### config.mk
export PLATFORM = sky130hd
export DESIGN_NAME = bin2bcd_seq_flat
export DESIGN_NICKNAME = d
export VERILOG_FILES = /design/src/rtl/bin2bcd_if.sv /design/src/rtl/bin2bcd_seq.sv /design/src/flat_wrapper.sv
export SDC_FILE = /design/constraint.sdc
export NUM_CORES = 1
export LEC_CHECK = 0
export CORE_MARGIN = 2
export CORE_UTILIZATION = 50
export DETAILED_ROUTE_END_ITERATION = 16
export PLACE_DENSITY = 0.74
export SYNTH_ARGS = -nofsm -noshare
export SYNTH_HDL_FRONTEND = slang
export SYNTH_SLANG_ARGS = --single-unit
### constraint.sdc
create_clock -name clk -period 3.5 [get_ports clk]
set_input_delay 0.7 -clock clk [delete_from_list [all_inputs] [get_ports clk]]
set_output_delay 0.7 -clock clk [all_outputs]
set_load 0.02 [all_outputs]
### src/rtl/bin2bcd_if.sv
// Handshake bundle between a binary producer and the bin2bcd_seq converter.
// The ovf signal exists only when BIN2BCD_OVF_EN is defined.
interface bin2bcd_if #(
    parameter int BIN_W  = 8,
    parameter int DIGITS = 3
);
    logic                  start;
    logic [BIN_W-1:0]      bin_in;
    logic                  busy;
    logic                  done;
    logic [4*DIGITS-1:0]   bcd_out;
`ifdef BIN2BCD_OVF_EN
    logic                  ovf;

    modport master (output start, output bin_in,
                    input busy, input done, input bcd_out, input ovf);
    modport slave  (input start, input bin_in,
                    output busy, output done, output bcd_out, output ovf);
`else
    modport master (output start, output bin_in,
                    input busy, input done, input bcd_out);
    modport slave  (input start, input bin_in,
                    output busy, output done, output bcd_out);
`endif
endinterface

### src/rtl/bin2bcd_seq.sv
// Sequential double-dabble binary-to-BCD converter, one shift per clock.
// Optional overflow flag enabled by defining BIN2BCD_OVF_EN.
module bin2bcd_seq #(
    parameter int BIN_W  = 8,
    parameter int DIGITS = 3
) (
    input  logic      clk,
    input  logic      rst,
    bin2bcd_if.slave  b
);
    localparam int BW = 4 * DIGITS;
    localparam int CW = $clog2(BIN_W + 1);
    localparam logic [CW-1:0] CNT_INIT = CW'(BIN_W);
    localparam logic [CW-1:0] CNT_ONE  = CW'(1);

    typedef enum logic [1:0] {IDLE, SHIFT, DONE} state_t;

    state_t                  state, state_nxt;
    logic [BIN_W-1:0]        bin_sr;
    logic [BW-1:0]           bcd_work;
    logic [BW-1:0]           bcd_q;
    logic [BW-1:0]           bcd_adj;
    logic [BW+BIN_W-1:0]     shifted;
    logic [CW-1:0]           cnt;
    logic                    accept;
    logic                    last;

    // Per-digit add-3 cell; digits never carry into their neighbour.
    function automatic logic [BW-1:0] add3(input logic [BW-1:0] v);
        logic [3:0] d;
        add3 = v;
        for (int i = 0; i < DIGITS; i++) begin
            d = v[4*i +: 4];
            if (d >= 4'd5)
                add3[4*i +: 4] = d + 4'd3;
        end
    endfunction

    assign bcd_adj = add3(bcd_work);
    assign shifted = {bcd_adj[BW-2:0], bin_sr, 1'b0};
    assign accept  = (state != SHIFT) && b.start;
    assign last    = (state == SHIFT) && (cnt == CNT_ONE);

    always_ff @(posedge clk or posedge rst) begin
        if (rst)
            state <= IDLE;
        else
            state <= state_nxt;
    end

    always_comb begin
        state_nxt = state;
        case (state)
            IDLE:    if (b.start) state_nxt = SHIFT;
            SHIFT:   if (last)    state_nxt = DONE;
            DONE:    state_nxt = b.start ? SHIFT : IDLE;
            default: state_nxt = IDLE;
        endcase
    end

    always_ff @(posedge clk or posedge rst) begin
        if (rst) begin
            bin_sr   <= '0;
            bcd_work <= '0;
            bcd_q    <= '0;
            cnt      <= '0;
        end else if (accept) begin
            bin_sr   <= b.bin_in;
            bcd_work <= '0;
            cnt      <= CNT_INIT;
        end else if (state == SHIFT) begin
            {bcd_work, bin_sr} <= shifted;
            cnt                <= cnt - CNT_ONE;
            // Result is captured on the final shift so it is valid during DONE.
            if (last)
                bcd_q <= shifted[BW+BIN_W-1:BIN_W];
        end
    end

`ifdef BIN2BCD_OVF_EN
    logic ovf_flag;
    logic ovf_q;

    // Any 1 leaving the top digit means the value needs more digits than we have.
    always_ff @(posedge clk or posedge rst) begin
        if (rst) begin
            ovf_flag <= 1'b0;
            ovf_q    <= 1'b0;
        end else if (accept) begin
            ovf_flag <= 1'b0;
        end else if (state == SHIFT) begin
            ovf_flag <= ovf_flag | bcd_adj[BW-1];
            if (last)
                ovf_q <= ovf_flag | bcd_adj[BW-1];
        end
    end

    assign b.ovf = ovf_q;
`endif

    assign b.busy    = (state == SHIFT);
    assign b.done    = (state == DONE);
    assign b.bcd_out = bcd_q;

endmodule
### src/flat_wrapper.sv
// flat-port wrapper written by rule: the top's interface ports become plain ports
module bin2bcd_seq_flat 
#(
    parameter int BIN_W  = 8,
    parameter int DIGITS = 3
)
  (clk, rst, b_start, b_bin_in, b_busy, b_done, b_bcd_out);
  bin2bcd_if #(.BIN_W(BIN_W), .DIGITS(DIGITS)) b_i ();
  input  logic clk;
  input  logic rst;
  input wire logic [$bits(b_i.start)-1:0] b_start;
  input wire logic [$bits(b_i.bin_in)-1:0] b_bin_in;
  output wire logic [$bits(b_i.busy)-1:0] b_busy;
  output wire logic [$bits(b_i.done)-1:0] b_done;
  output wire logic [$bits(b_i.bcd_out)-1:0] b_bcd_out;
  assign b_i.start = b_start;
  assign b_i.bin_in = b_bin_in;
  assign b_busy = b_i.busy;
  assign b_done = b_i.done;
  assign b_bcd_out = b_i.bcd_out;
  bin2bcd_seq #(.BIN_W(BIN_W), .DIGITS(DIGITS)) u_core (.clk(clk), .rst(rst), .b(b_i));
endmodule
After elaboration in Yosys (flattened, before gate mapping)
Cells that the tools add are included.
{ "totals": {"out_inout_bits": 14, "wordCells": 38, "in_bits": 11, "regBits": 38} }
{ "op_classes": {"bitwise_logic": 1, "n_addsub": 4, "n_lt_le_gt_ge": 3, "muxes": 13, "n_reduce_logical": 6, "n_eq_ne": 6} }
{ "op_table": {"columns": ["operator", "count"], "rows": [
  ["2-to-1 mux 12 bit", 2],
  ["2-to-1 mux 4 bit", 4],
  ["2-to-1 mux 8 bit", 2],
  ["greater-or-equal comparator 4 x 3 -> 1 bit (second input constant)", 3],
  ["adder 4 x 2 -> 4 bit (second input constant)", 2],
  ["one-hot mux 2 bit (3 select lines)", 1],
  ["equality test 4 x 1 -> 1 bit (second input constant)", 1],
  ["2-to-1 mux 2 bit", 2],
  ["!= test 2 x 1 -> 1 bit (second input constant)", 2],
  ["subtractor 4 x 1 -> 4 bit (second input constant)", 1],
  ["adder 3 x 2 -> 3 bit (second input constant)", 1],
  ["2-to-1 mux 3 bit", 1],
  ["AND reduction 3 bit", 1],
  ["equality test 2 x 1 -> 1 bit (second input constant)", 1],
  ["equality test 2 bit (second input constant)", 1],
  ["logical AND 1 bit", 2],
  ["zero test 2 bit", 1],
  ["!= test 2 bit (second input constant)", 1],
  ["AND reduction 2 bit", 1],
  ["nonzero test 2 bit", 1],
  ["2-to-1 mux 1 bit", 1],
  ["inverter 1 bit", 1]
]} }

Logic depth before layout (Yosys ltp)
{ "logic_depth": {"depth_word": 4, "depth_mapped": 7, "depth_no_buf": 6} }

Worst setup path after synthesis
OpenSTA, ideal clock, no wires.
{ "synth_path": {"kind": "register to output", "start": "register u_core.state[1]", "end": "output port b_busy", "n_path_buf": 2, "arrival_time_ns": 0.947, "t_required_ns": 2.800, "slack_ns": 1.853, "path_stages_with_launch": 5, "cell_sequence": "dfrtp_1 nand2b_1 buf_4 inv_6 buf_2"} }
{ "synth_via": {"elab_chain_len": 1} }
{ "synth_lines": {"columns": ["item", "line", "source"], "rows": [
  ["start, declared", "bin2bcd_seq.sv:18", "state_t state, state_nxt;"],
  ["start signal, assigned", "bin2bcd_seq.sv:48", "state <= state_nxt;"],
  ["equality test 2 x 1 -> 1 bit", "bin2bcd_seq.sv:101", "assign b.busy = (state == SHIFT);"],
  ["end, declared", "flat_wrapper.sv:13", "output wire logic [$bits(b_i.busy)-1:0] b_busy;"]
]} }
No other way between the ends.

Worst setup path in the final report
Same ends and word-level chain as after synthesis.

==> metrics <==
die area=4190 um2; Slew headroom=57.5%; post-route design area=2220 um2; Routability Congestion=0.703; WL met2=1640 um; n_diodes=0; Die W=64.7 um; Ports=25; Final Hold Viols=0; Row Count=22; most common cell after layout, fill and taps aside=dfrtp_1; H-tree levels=2; drt pass-1 iters=4; Post-CTS Resized=0; most frequent cells in the layout=38 x dfrtp_1, 31 x o21ai_0, 24 x clkdlybuf4s50_1; metal3 WL=102 um; syn avg cell area=10.2 um2; worst-path fanout max=26; clk_lat worst skew=0.29 ns; clk_skew=0.00767 ns; Seq cells post-synth=38; max-slew violation count=0; CP top delay family=buffers and inverters; first-pass GRT wire length=6110 um; min Tclk post-route=2.41 ns; hold-fix buffer count after cts=0; CTS tree=done; Final Setup Violations=0; area grow syn2layout=20.3%; chip height=64.7 um; all-layer global routing usage=19.3%; Setup crit end kind=primary output; Pwr per Cell Area=928 nW/um2; clk sinks=38; worst hold path depth=2; Max Fclk=0.415 GHz; slowest cell delay on critical path=0.64 ns; status=finished, final reports clean; fin cells=256; fin util=61.5%; # port buffers=24; CTS Root Cell=clkbuf_8; YS warnings=0; setup TNS=0 ns; Netlist cell types=33; WP data arrival=1.71 ns; crit-path cells=nand2b_1 -> inv_6 -> clkdlybuf4s50_1; final WL=3440 um; worst r2r src=u_core.bcd_work[4]; total congestion overflow=0; leakage power=0.980 nW; DR vias/cell=5.34; Final Cycle Share=68.8%; Reg2Reg Setup Slack=1.76 ns; Worst setup SP type=flop; drt initial violations=71; placed cells=248; reg2reg end=u_core.bcd_work[6]; DRC errors left=0; worst setup path class=reg -> out; Post-Syn Nets=200; Final Power=2.06 mW; final antenna-violating net count=0; Final WS setup=1.09 ns; share of post-route cells with drive strength above 1=10.1%; RSZ-0062 raised after global routing=false; Hold Slack=0.476 ns; TritonCTS Buffers=5; metal1 wirelength=1610 um; Worst path slowest cell=clkdlybuf4s50_1; largest net degree at the start of global routing=39; Slew @ Worst Pin=0.635 ns; Hold Path Class=reg -> reg; Post-Syn Instances=181; Reg clk slew, reported paths=0.07 ns; CP Buf/Inv Count=2; Worst Hold Path EP=u_core.b.bcd_out[8]; placed cell areas=2110 um2; WL/cell=13.5 um; largest buffer count on any clock path=2; postcts setup bufs=0; Initial Util=51.1%; post-synthesis sequential area ratio=51.6%; Synth Cell Area=1840 um2; max cap viols=0; Layout Nets=226; worst r2r path cells=6; hold_sp=u_core.b.bcd_out[8]; antenna violations before repair=0; pre-CTS WS=1.04 ns; Critical Path RT=2.80 ns; Max VDD drop=0.521 mV; HPWL Detailed=2470 um; total core area=3610 um2; via count=1368; number of global-route vias before repair=1353; Max Used Layer=met4
## worst reg2reg max path, stage by stage, from the launching register on
cell and delay, ns:
dfrtp_1 0.42, inv_1 0.11, ha_1 0.23, nand2b_1 0.09, a21oi_1 0.27, mux2_2 0.40
o21ai_0 0.15
## layer usage
| layer | vias up | global-route usage, % |
|---|---|---|
| met2 | 19 | 29.1 |
| met4 | 0 | 10.4 |
| met3 | 9 | 5.38 |
| li1 | 674 | - |
| met1 | 666 | 25.2 |
| met5 | - | 0 |
## worst max-delay path by stage
stage               cells after the start                 end            start
finish                                  3              b_busy  u_core.state[1]
global placement                        4  u_core.bcd_work[1]          b_start
global route                            3              b_busy  u_core.state[1]
floorplan                               4              b_busy  u_core.state[1]
detailed placement                      4  u_core.bcd_work[8]          b_start
CTS                                     3              b_busy  u_core.state[1]
## synthesized netlist by cell type (all sizes together)
| cell | count | area share, % |
|---|---|---|
| a21oi | 9 | 2.4 |
| a31oi | 3 | 1.0 |
| buf | 6 | 2.4 |
| clkbuf | 1 | 0.20 |
| clkinv | 1 | 0.20 |
| dfrtp | 38 | 52 |
| ha | 8 | 5.4 |
| inv | 11 | 2.5 |
| mux2 | 4 | 2.6 |
| mux2i | 8 | 4.3 |
| nand2 | 24 | 5.3 |
| nand2b | 4 | 1.4 |
| nand3 | 9 | 2.4 |
| nor2 | 4 | 1.2 |
| nor2b | 1 | 0.34 |
| nor3 | 3 | 0.81 |
| nor3b | 3 | 1.8 |
| o21ai | 35 | 9.9 |
| o22a | 1 | 0.54 |
| o22ai | 1 | 0.34 |
| o31ai | 1 | 0.41 |
| or3 | 1 | 0.34 |
| or3b | 2 | 0.95 |
| xnor2 | 3 | 1.4 |
## flip-flops by register name (all words and copies together), names as in the netlist
signal / count
u_core.bcd_work: 12
u_core.cnt: 4
u_core.state: 2
u_core.b.bcd_out: 12
u_core.bin_sr: 8
## logic make-up (layout without fill, tap and decap cells)
family	count (synthesis)	count (layout)	share of synthesized area, %
flops	38	38	51.6
simple gates	51	51	14.6
xor+xnor	3	3	1.43
fa+ha+maj	8	8	5.43
buf+inv	19	46	5.30
mux	12	12	6.99
compound gates	50	50	14.7
## cell type report
class	count	area, um2
clock buffers	7	76.3
clock inverters	1	30.0
fillers	305	1390
inverters	12	50.0
multi-input cells	124	795
flip-flops and latches	38	951
well taps	48	60.1
repair buffers	26	255
## power breakdown
| group | internal [mW] | leakage (nW) | switching, mW |
|---|---|---|---|
| combinational | 0.404 | 0.448 | 0.521 |
| clock | 0.213 | 0.0524 | 0.148 |
| sequential | 0.630 | 0.480 | 0.141 |
| total | 1.25 | 0.980 | 0.810 |
Note: power is estimated with default switching activity, not from simulation.
